**config.mk**
```make
export PLATFORM = sky130hd
export DESIGN_NAME = alarm_event_uart_tx
export DESIGN_NICKNAME = d
export VERILOG_FILES = /design/src/rtl/alarm_event_uart_tx.sv
export SDC_FILE = /design/constraint.sdc
export NUM_CORES = 1
export LEC_CHECK = 0
export CORE_AREA = 5 5 88 90
export CTS_CLUSTER_DIAMETER = 40
export CTS_CLUSTER_SIZE = 10
export DETAILED_ROUTE_END_ITERATION = 10
export DIE_AREA = 0 0 93 95
export GPL_TIMING_DRIVEN = 0
export HOLD_SLACK_MARGIN = 0.15
export PLACE_DENSITY = 0.68
export SETUP_SLACK_MARGIN = 0.3
export SYNTH_ARGS = -nofsm -noshare
export SYNTH_HDL_FRONTEND = slang
export SYNTH_SLANG_ARGS = --single-unit
```
**constraint.sdc**
```tcl
create_clock -name clock -period 6.6 [get_ports clock]
set_input_delay 1.65 -clock clock [delete_from_list [all_inputs] [get_ports clock]]
set_output_delay 1.65 -clock clock [all_outputs]
set_load 0.1 [all_outputs]
```
**src/rtl/alarm_event_uart_tx.sv**
```systemverilog
// Alarm event reporter: detects changes of the alarm state / fuel pump inputs,
// queues one event byte per change in a small FIFO and sends the bytes as 8N1 UART frames.
module alarm_event_uart_tx #(
   parameter int unsigned CLKS_PER_BIT = 10417,
   parameter int unsigned DEPTH        = 4
) (
   input  logic                     clock,
   input  logic                     reset,
   input  logic [2:0]               alarm_state,
   input  logic                     fuel_pump,
   input  logic                     overflow_clr,
   output logic                     tx,
   output logic                     busy,
   output logic                     overflow,
   output logic [$clog2(DEPTH):0]   fifo_level
);

   localparam int unsigned CW = $clog2(CLKS_PER_BIT);
   localparam int unsigned PW = $clog2(DEPTH);
   localparam int unsigned LW = PW + 1;
   localparam logic [CW-1:0] BaudLast = CW'(CLKS_PER_BIT - 1);
   localparam logic [LW-1:0] LevelFull = LW'(DEPTH);

   typedef enum logic [1:0] {StIdle, StStart, StData, StStop} state_e;

   state_e          state_q, state_d;
   logic [CW-1:0]   baud_q, baud_d;
   logic [2:0]      bit_idx_q, bit_idx_d;
   logic [7:0]      shift_q, shift_d;
   logic            tx_q, tx_d;

   logic [2:0]      prev_state_q;
   logic            prev_fuel_q;
   logic [2:0]      seq_q;
   logic [7:0]      mem_q [DEPTH];
   logic [PW-1:0]   wr_ptr_q, rd_ptr_q;
   logic [LW-1:0]   count_q;
   logic            overflow_q;

   logic            ev, full, pop, push, drop, bit_end;
   logic [7:0]      ev_byte;

   // Event detection and FIFO push/pop qualification
   always_comb begin
      ev      = (alarm_state != prev_state_q) | (fuel_pump != prev_fuel_q);
      ev_byte = {alarm_state, fuel_pump, (alarm_state == 3'd3), seq_q};
      full    = (count_q == LevelFull);
      pop     = (state_q == StIdle) && (count_q != '0);
      // A pop in the same cycle frees the slot, so a push into a full FIFO is still accepted
      push    = ev && (!full || pop);
      drop    = ev && full && !pop;
   end

   // Input history, sequence counter, FIFO storage and sticky overflow flag
   always_ff @(posedge clock or posedge reset) begin
      if (reset) begin
         prev_state_q <= '0;
         prev_fuel_q  <= 1'b0;
         seq_q        <= '0;
         wr_ptr_q     <= '0;
         rd_ptr_q     <= '0;
         count_q      <= '0;
         overflow_q   <= 1'b0;
         for (int i = 0; i < int'(DEPTH); i++) begin
            mem_q[i] <= '0;
         end
      end else begin
         prev_state_q <= alarm_state;
         prev_fuel_q  <= fuel_pump;
         // Dropped events still consume a sequence number so the receiver sees the gap
         if (ev) begin
            seq_q <= seq_q + 3'd1;
         end
         if (push) begin
            mem_q[wr_ptr_q] <= ev_byte;
            wr_ptr_q        <= wr_ptr_q + 1'b1;
         end
         if (pop) begin
            rd_ptr_q <= rd_ptr_q + 1'b1;
         end
         case ({push, pop})
            2'b10:   count_q <= count_q + 1'b1;
            2'b01:   count_q <= count_q - 1'b1;
            default: count_q <= count_q;
         endcase
         // Set wins over clear
         if (drop) begin
            overflow_q <= 1'b1;
         end else if (overflow_clr) begin
            overflow_q <= 1'b0;
         end
      end
   end

   // Transmit FSM next-state: start bit, 8 data bits LSB first, stop bit
   always_comb begin
      state_d   = state_q;
      baud_d    = baud_q;
      bit_idx_d = bit_idx_q;
      shift_d   = shift_q;
      tx_d      = tx_q;
      bit_end   = (baud_q == BaudLast);
      unique case (state_q)
         StIdle: begin
            tx_d   = 1'b1;
            baud_d = '0;
            if (pop) begin
               shift_d = mem_q[rd_ptr_q];
               tx_d    = 1'b0;
               state_d = StStart;
            end
         end
         StStart: begin
            if (bit_end) begin
               baud_d    = '0;
               bit_idx_d = '0;
               tx_d      = shift_q[0];
               state_d   = StData;
            end else begin
               baud_d = baud_q + 1'b1;
            end
         end
         StData: begin
            if (bit_end) begin
               baud_d = '0;
               if (bit_idx_q == 3'd7) begin
                  tx_d    = 1'b1;
                  state_d = StStop;
               end else begin
                  bit_idx_d = bit_idx_q + 3'd1;
                  shift_d   = {1'b0, shift_q[7:1]};
                  tx_d      = shift_q[1];
               end
            end else begin
               baud_d = baud_q + 1'b1;
            end
         end
         StStop: begin
            if (bit_end) begin
               baud_d  = '0;
               tx_d    = 1'b1;
               state_d = StIdle;
            end else begin
               baud_d = baud_q + 1'b1;
            end
         end
         default: begin
            tx_d    = 1'b1;
            state_d = StIdle;
         end
      endcase
   end

   // Transmit FSM state; tx is registered so the line never glitches
   always_ff @(posedge clock or posedge reset) begin
      if (reset) begin
         state_q   <= StIdle;
         baud_q    <= '0;
         bit_idx_q <= '0;
         shift_q   <= '0;
         tx_q      <= 1'b1;
      end else begin
         state_q   <= state_d;
         baud_q    <= baud_d;
         bit_idx_q <= bit_idx_d;
         shift_q   <= shift_d;
         tx_q      <= tx_d;
      end
   end

   // Output mapping
   always_comb begin
      tx         = tx_q;
      busy       = (state_q != StIdle);
      overflow   = overflow_q;
      fifo_level = count_q;
   end

endmodule
```
Yosys cells after proc, flatten, opt, wreduce, memory -nomap -nowiden. Index checks and enable logic that the tools add are counted.

Bits of input ports: 7. Output and inout port bits: 6. Logic and storage cells: 97. Bits in registers: 75.

$add $sub $neg: 7. Reduce and logical (&&, ||, !) cells: 20. Muxes and demuxes: 31. Bitwise gates (word level): 3. Eq/ne operators: 17. $lt $le $gt $ge: 3.

Operators by type and width (number): 8-bit two-way mux (6); 32-bit bitwise mux (1); 14-bit one-hot mux with 2 select lines (1); 8-bit binary-select mux with 2-bit select (1); 8-bit demux with 2-bit select (1); 8-bit one-hot mux with 2 select lines (1); 14-bit by 1-bit adder with 14-bit output (second input constant) (1); 14-bit == test (second input constant) (1); 14-bit two-way mux (1); 2-bit inequality test (second input constant) (6); 3-bit one-hot mux with 2 select lines (2); 2-bit two-way mux (5); 2-bit nonzero test (5); 3-bit by 1-bit adder with 3-bit output (second input constant) (3); 3-bit two-way mux (3); 2-bit one-hot mux with 4 select lines (1); 4-bit AND reduction (2); 1-bit two-way mux (7); 2-bit == test (second input constant) (3); 3-bit == test (second input constant) (2); 3-bit greater-or-equal comparator (second input constant) (2); 2-bit inverter with 3-bit output (2); 1-bit logical AND (5); 5-bit AND reduction (1); 15 further kinds (18).

Longest topological paths before layout.
Depth in word-level cells: 6. Gate-level depth with buffers: 9. Gate-level depth less buffers: 8.

Least setup slack after synthesis. OpenSTA, ideal clock, no wires.

Path type: reg-to-output. Start point: register state_q[0]. End point: output busy. Stages on the path, launching flop included: 5. Setup slack: 3.561 ns. Data required time: 4.950 ns. Data arrival time: 1.389 ns. Buffers on the path: 1. Path through: dfrtp_1 inv_1 ha_1 clkbuf_2 inv_1.

Word-level cells in the longest chain between the ends: 1.

RTL lines: start: declaration (line 26) `state_e state_q, state_d;`; start signal: assignment (line 157) `state_q <= StIdle;`; start signal: assignment (line 163) `state_q <= state_d;`; 2-bit nonzero test (line 174) `busy = (state_q != StIdle);`; end: declaration (line 13) `output logic busy,`.

Every way passes these cells.

Final worst setup path. Same ends and word-level chain as after synthesis.

==> results.md <==
- The initial utilization of the core area, before any placement, comes to 0.5233.
- Post-CTS repair changed the size of 0 cells.
- The maximum number of buffers from clock root to sink is 2.
- The worst hold path endpoint is mem_q[10].
- After legalization and detailed placement, the total HPWL measured 4380 um.
- TritonCTS built the clock tree.
- Across the run, the number of max-cap violations was 0.
- The clock latency on the worst-skew pair is around 0.34 ns.
- The category of the worst setup path capture point is a primary output.
- The overflow left after global routing is 0.
- Derived from the worst setup path, the maximum achievable clock frequency is between 0.2 and 0.25 GHz.
- The horizontal die dimension is about 93 um.
- In the final routed layout, each cell accounts on average for between 15 and 20 um.
- The global-route wire length before repair is roughly 11000 um.
- The startpoint of the worst hold path is mem_q[10].
- The number of antenna violations at the first check in global routing is 0.
- The number of vias in the routed layout is 2166.
- The maximum fanout along the worst path is 9.
- The area of the core is ~7000 um^2.
- The tree is rooted in a sky130_fd_sc_hd__clkbuf_8.
- In the synthesized netlist, the number of instances is 281.
- The remaining design rule violation count is 0.
- Counting every net in the synthesized netlist gives 303.
- The critical path start-end classification is reg2out.
- Dividing the final minimum period by the clock period gives 0.6145.
- The growth of design area from synthesis to finish is 11.20%.
- For the pin with the worst max-slew slack, the measured transition is 0.9648 ns.
- The hold buffer count at cts is 0.
- The floorplan has 31 rows.
- The flow ran to the end, and the final reports show no timing, DRC or antenna violations.
- The worst setup path is launched from a flop.
- The relative slew slack is 0.3548.
- The share of final-layout standard cells stronger than drive strength 1 is 0.2774.
- The number of buffers inserted to repair setup after CTS is 0.
- Counting the buffers created by CTS gives 9.
- The number of synthesized register bits is 75.
- The worst reg-to-reg setup slack is roughly 4.1 ns.
- The leakage power of the design is 1.771 nW.
- The arrival time of the worst setup path is roughly 2.4 ns.
- The net count of the finished layout is roughly 330.
- The share of the yosys chip area belonging to registers is 0.5140.
- The biggest area contributor in the post-synthesis netlist is sky130_fd_sc_hd__dfrtp_1.
- Yosys printed 0 warnings.
- The worst-case IR drop observed on VDD is 215.0 uV.
- The die covers roughly 8800 um^2.
- The number of buffers added on ports is 12.
- The source of the worst register-to-register timing path is state_q[0].
- For the final database, setup skew stands at between 0.01 and 0.015 ns.
- For the final routed database, the setup TNS stands at 0 ns.
- The worst hold-check slack is slightly above 0.5 ns.
- The finished layout cell area is 4063 um^2.
- The number of global-route vias before repair came to 2262.
- The count of clock tree sinks is 75.
- The number of hold-slack violations in the final timing report is 0.
- The total wirelength of the detailed-routed design is roughly 6300 um.
- Setup violations remaining at the end of the flow were counted as 0.
- The power per unit of standard cell area is 502.7 nW/um^2.
- Dividing the synthesized area by the synthesized cell count gives approximately 13 um^2.
- The summed instance area of the synthesized netlist is roughly 3700 um^2.
- In this run the worst hold path is classified as reg2reg.
- The synthesized netlist contains 45 unique library cells.
- The count of pins over their slew limit is 0.
- The y dimension of the die is 95 um.
- Once detail routing completed, the nets flagged for antenna violations numbered 0.
- Clock-pin slew was measured on the worst setup and hold paths at ~0.080 ns.
- The congestion estimate from routability-driven global placement came to between 0.7 and 0.8.
- In this run the count of I/O pins placed on the die edge is 13.
- The violation count after the first detailed-routing iteration is 91.
- In the global route stage, overall resource usage came out at 0.1651.
- In this run the cell area measured after placement is about 4000 um^2.
- The end of the worst register-to-register path is mem_q[22].
- By area the synthesized netlist is led by sky130_fd_sc_hd__dfrtp_1 (51%), sky130_fd_sc_hd__mux2_2 (15%), sky130_fd_sc_hd__mux4_2 (4.9%).
- Setup repair after global routing left no endpoint under its margin.
- The first detailed-routing pass took 4 iterations.
- The clock tree synthesis step divided the H-tree into 3 levels.
- The shortest period the worst path allows is slightly above 4 ns.
- The number of cells on the worst reg-to-reg path is 7.
- Data on the critical path is required at its endpoint by roughly 5 ns.
- The count of antenna diodes in the layout is 0.
- Counting instances, the worst hold path has a depth of 1.
- The largest net degree at the start of global routing is 64.
- The share of synthesized area in the top cell type comes to 0.5068.
- In the routed layout, each cell is associated on average with a via count of between 5 and 6.
[cell type report]
type,count,area [um^2]
fill,584,2919
inverter,13,51.30
sequential,75,1878
multi-input combinational,185,1694
tap,82,102.6
clock inverter,3,17.52
clock buffer,13,138.9
timing repair buffer,13,147.6
buffer,8,32.53
[stage by stage]
step	instances	setup slack, ns	total power, mW	utilization
5_1_grt	392	2.418	2.190	0.5819
3_5_place_dp	376	2.839	1.771	0.5595
3_3_place_gp	375	1.777	1.734	0.5552
4_1_cts	392	2.520	2.072	0.5819
2_1_floorplan	281	3.042	1.546	-
6_report	392	2.544	2.042	0.5819
[power by group]
part           leakage, nW  switching (mW)  internal (mW)  total, mW
sequential           0.923           0.125          0.651      0.776
combinational        0.771           0.498          0.473      0.971
clock               0.0774           0.160          0.136      0.295
total                 1.77           0.782           1.26       2.04
[cells in the mapped netlist, drive strengths merged]
| cell type | n |
|---|---|
| o31ai | 1 |
| a211o | 1 |
| and4 | 2 |
| a22o | 3 |
| ha | 14 |
| xor2 | 5 |
| and3b | 1 |
| nor4b | 1 |
| nor2 | 19 |
| dfrtp | 74 |
| a221oi | 1 |
| or3 | 1 |
| a211oi | 1 |
| xnor2 | 18 |
| dfstp | 1 |
| mux4 | 8 |
| o21ai | 6 |
| and3 | 2 |
| or4b | 1 |
| nor2b | 3 |
| fa | 1 |
| a41oi | 1 |
| inv | 13 |
| nand3 | 3 |
| a221o | 1 |
| a21oi | 2 |
| buf | 1 |
| a31o | 1 |
| nand2b | 3 |
| and4bb | 1 |
| o22ai | 1 |
| or2 | 1 |
| mux2 | 49 |
| nand2 | 16 |
| nor4 | 2 |
| nor3 | 5 |
| clkbuf | 7 |
| nand4 | 6 |
| o21a | 1 |
| o21bai | 1 |
| mux2i | 2 |
[sequential cells by signal, summed over array words and instances (netlist names)]
| name | count |
|---|---|
| prev_state_q | 3 |
| mem_q | 32 |
| bit_idx_q | 3 |
| state_q | 2 |
| wr_ptr_q | 2 |
| seq_q | 3 |
| fifo_level | 3 |
| prev_fuel_q | 1 |
| overflow | 1 |
| baud_q | 14 |
| rd_ptr_q | 2 |
| shift_q | 8 |
| tx | 1 |
[placed cells by master, fill, tap and decap left out, types with 6 or more instances in the layout]
master	netlist	routed
sky130_fd_sc_hd__mux2_2	49	49
sky130_fd_sc_hd__dfrtp_1	74	74
sky130_fd_sc_hd__inv_1	13	12
sky130_fd_sc_hd__nor2_1	19	19
sky130_fd_sc_hd__o21ai_0	6	6
sky130_fd_sc_hd__clkdlybuf4s50_1	0	12
sky130_fd_sc_hd__mux4_2	8	8
sky130_fd_sc_hd__clkbuf_8	0	9
sky130_fd_sc_hd__ha_1	14	14
sky130_fd_sc_hd__clkbuf_1	6	10
sky130_fd_sc_hd__nand2_1	12	12
sky130_fd_sc_hd__xnor2_1	18	18
[kinds of logic (layout without fill, tap and decap cells)]
logic type | count (synthesis) | after routing | synth area share
flops | 75 | 75 | 0.5140
simple gates | 67 | 67 | 0.1021
mux | 59 | 59 | 0.2058
xor+xnor | 23 | 23 | 0.05514
compound gates | 21 | 21 | 0.04727
buf+inv | 21 | 50 | 0.02226
fa+ha+maj | 15 | 15 | 0.05343
[worst max path at each step]
| stage | startpoint | slack [ns] | endpoint | cells after the start |
|---|---|---|---|---|
| after floorplan | reset | 3.04 | baud_q[0] | 1 |
| after CTS | state_q[0] | 2.52 | busy | 5 |
| after detailed placement | alarm_state[1] | 2.84 | fifo_level[1] | 6 |
| after global placement | reset | 1.78 | state_q[1] | 2 |
| after global routing | state_q[0] | 2.42 | busy | 5 |
| final | state_q[0] | 2.54 | busy | 5 |
[layer usage]
layer  routed length, um  track usage
met3                 127      0.03108
met5                   0            0
met1                2956       0.2189
met4                 112      0.07692
met2                3114       0.2639
[worst max-delay path, stage by stage, from the launching register on]
cell,delay [ns]
sky130_fd_sc_hd__dfrtp_1,0.38
sky130_fd_sc_hd__inv_1,0.10
sky130_fd_sc_hd__ha_1,0.20
sky130_fd_sc_hd__clkbuf_2,0.19
sky130_fd_sc_hd__inv_1,0.08
sky130_fd_sc_hd__clkdlybuf4s50_1,1.12
(Power assumes the default switching activity.)
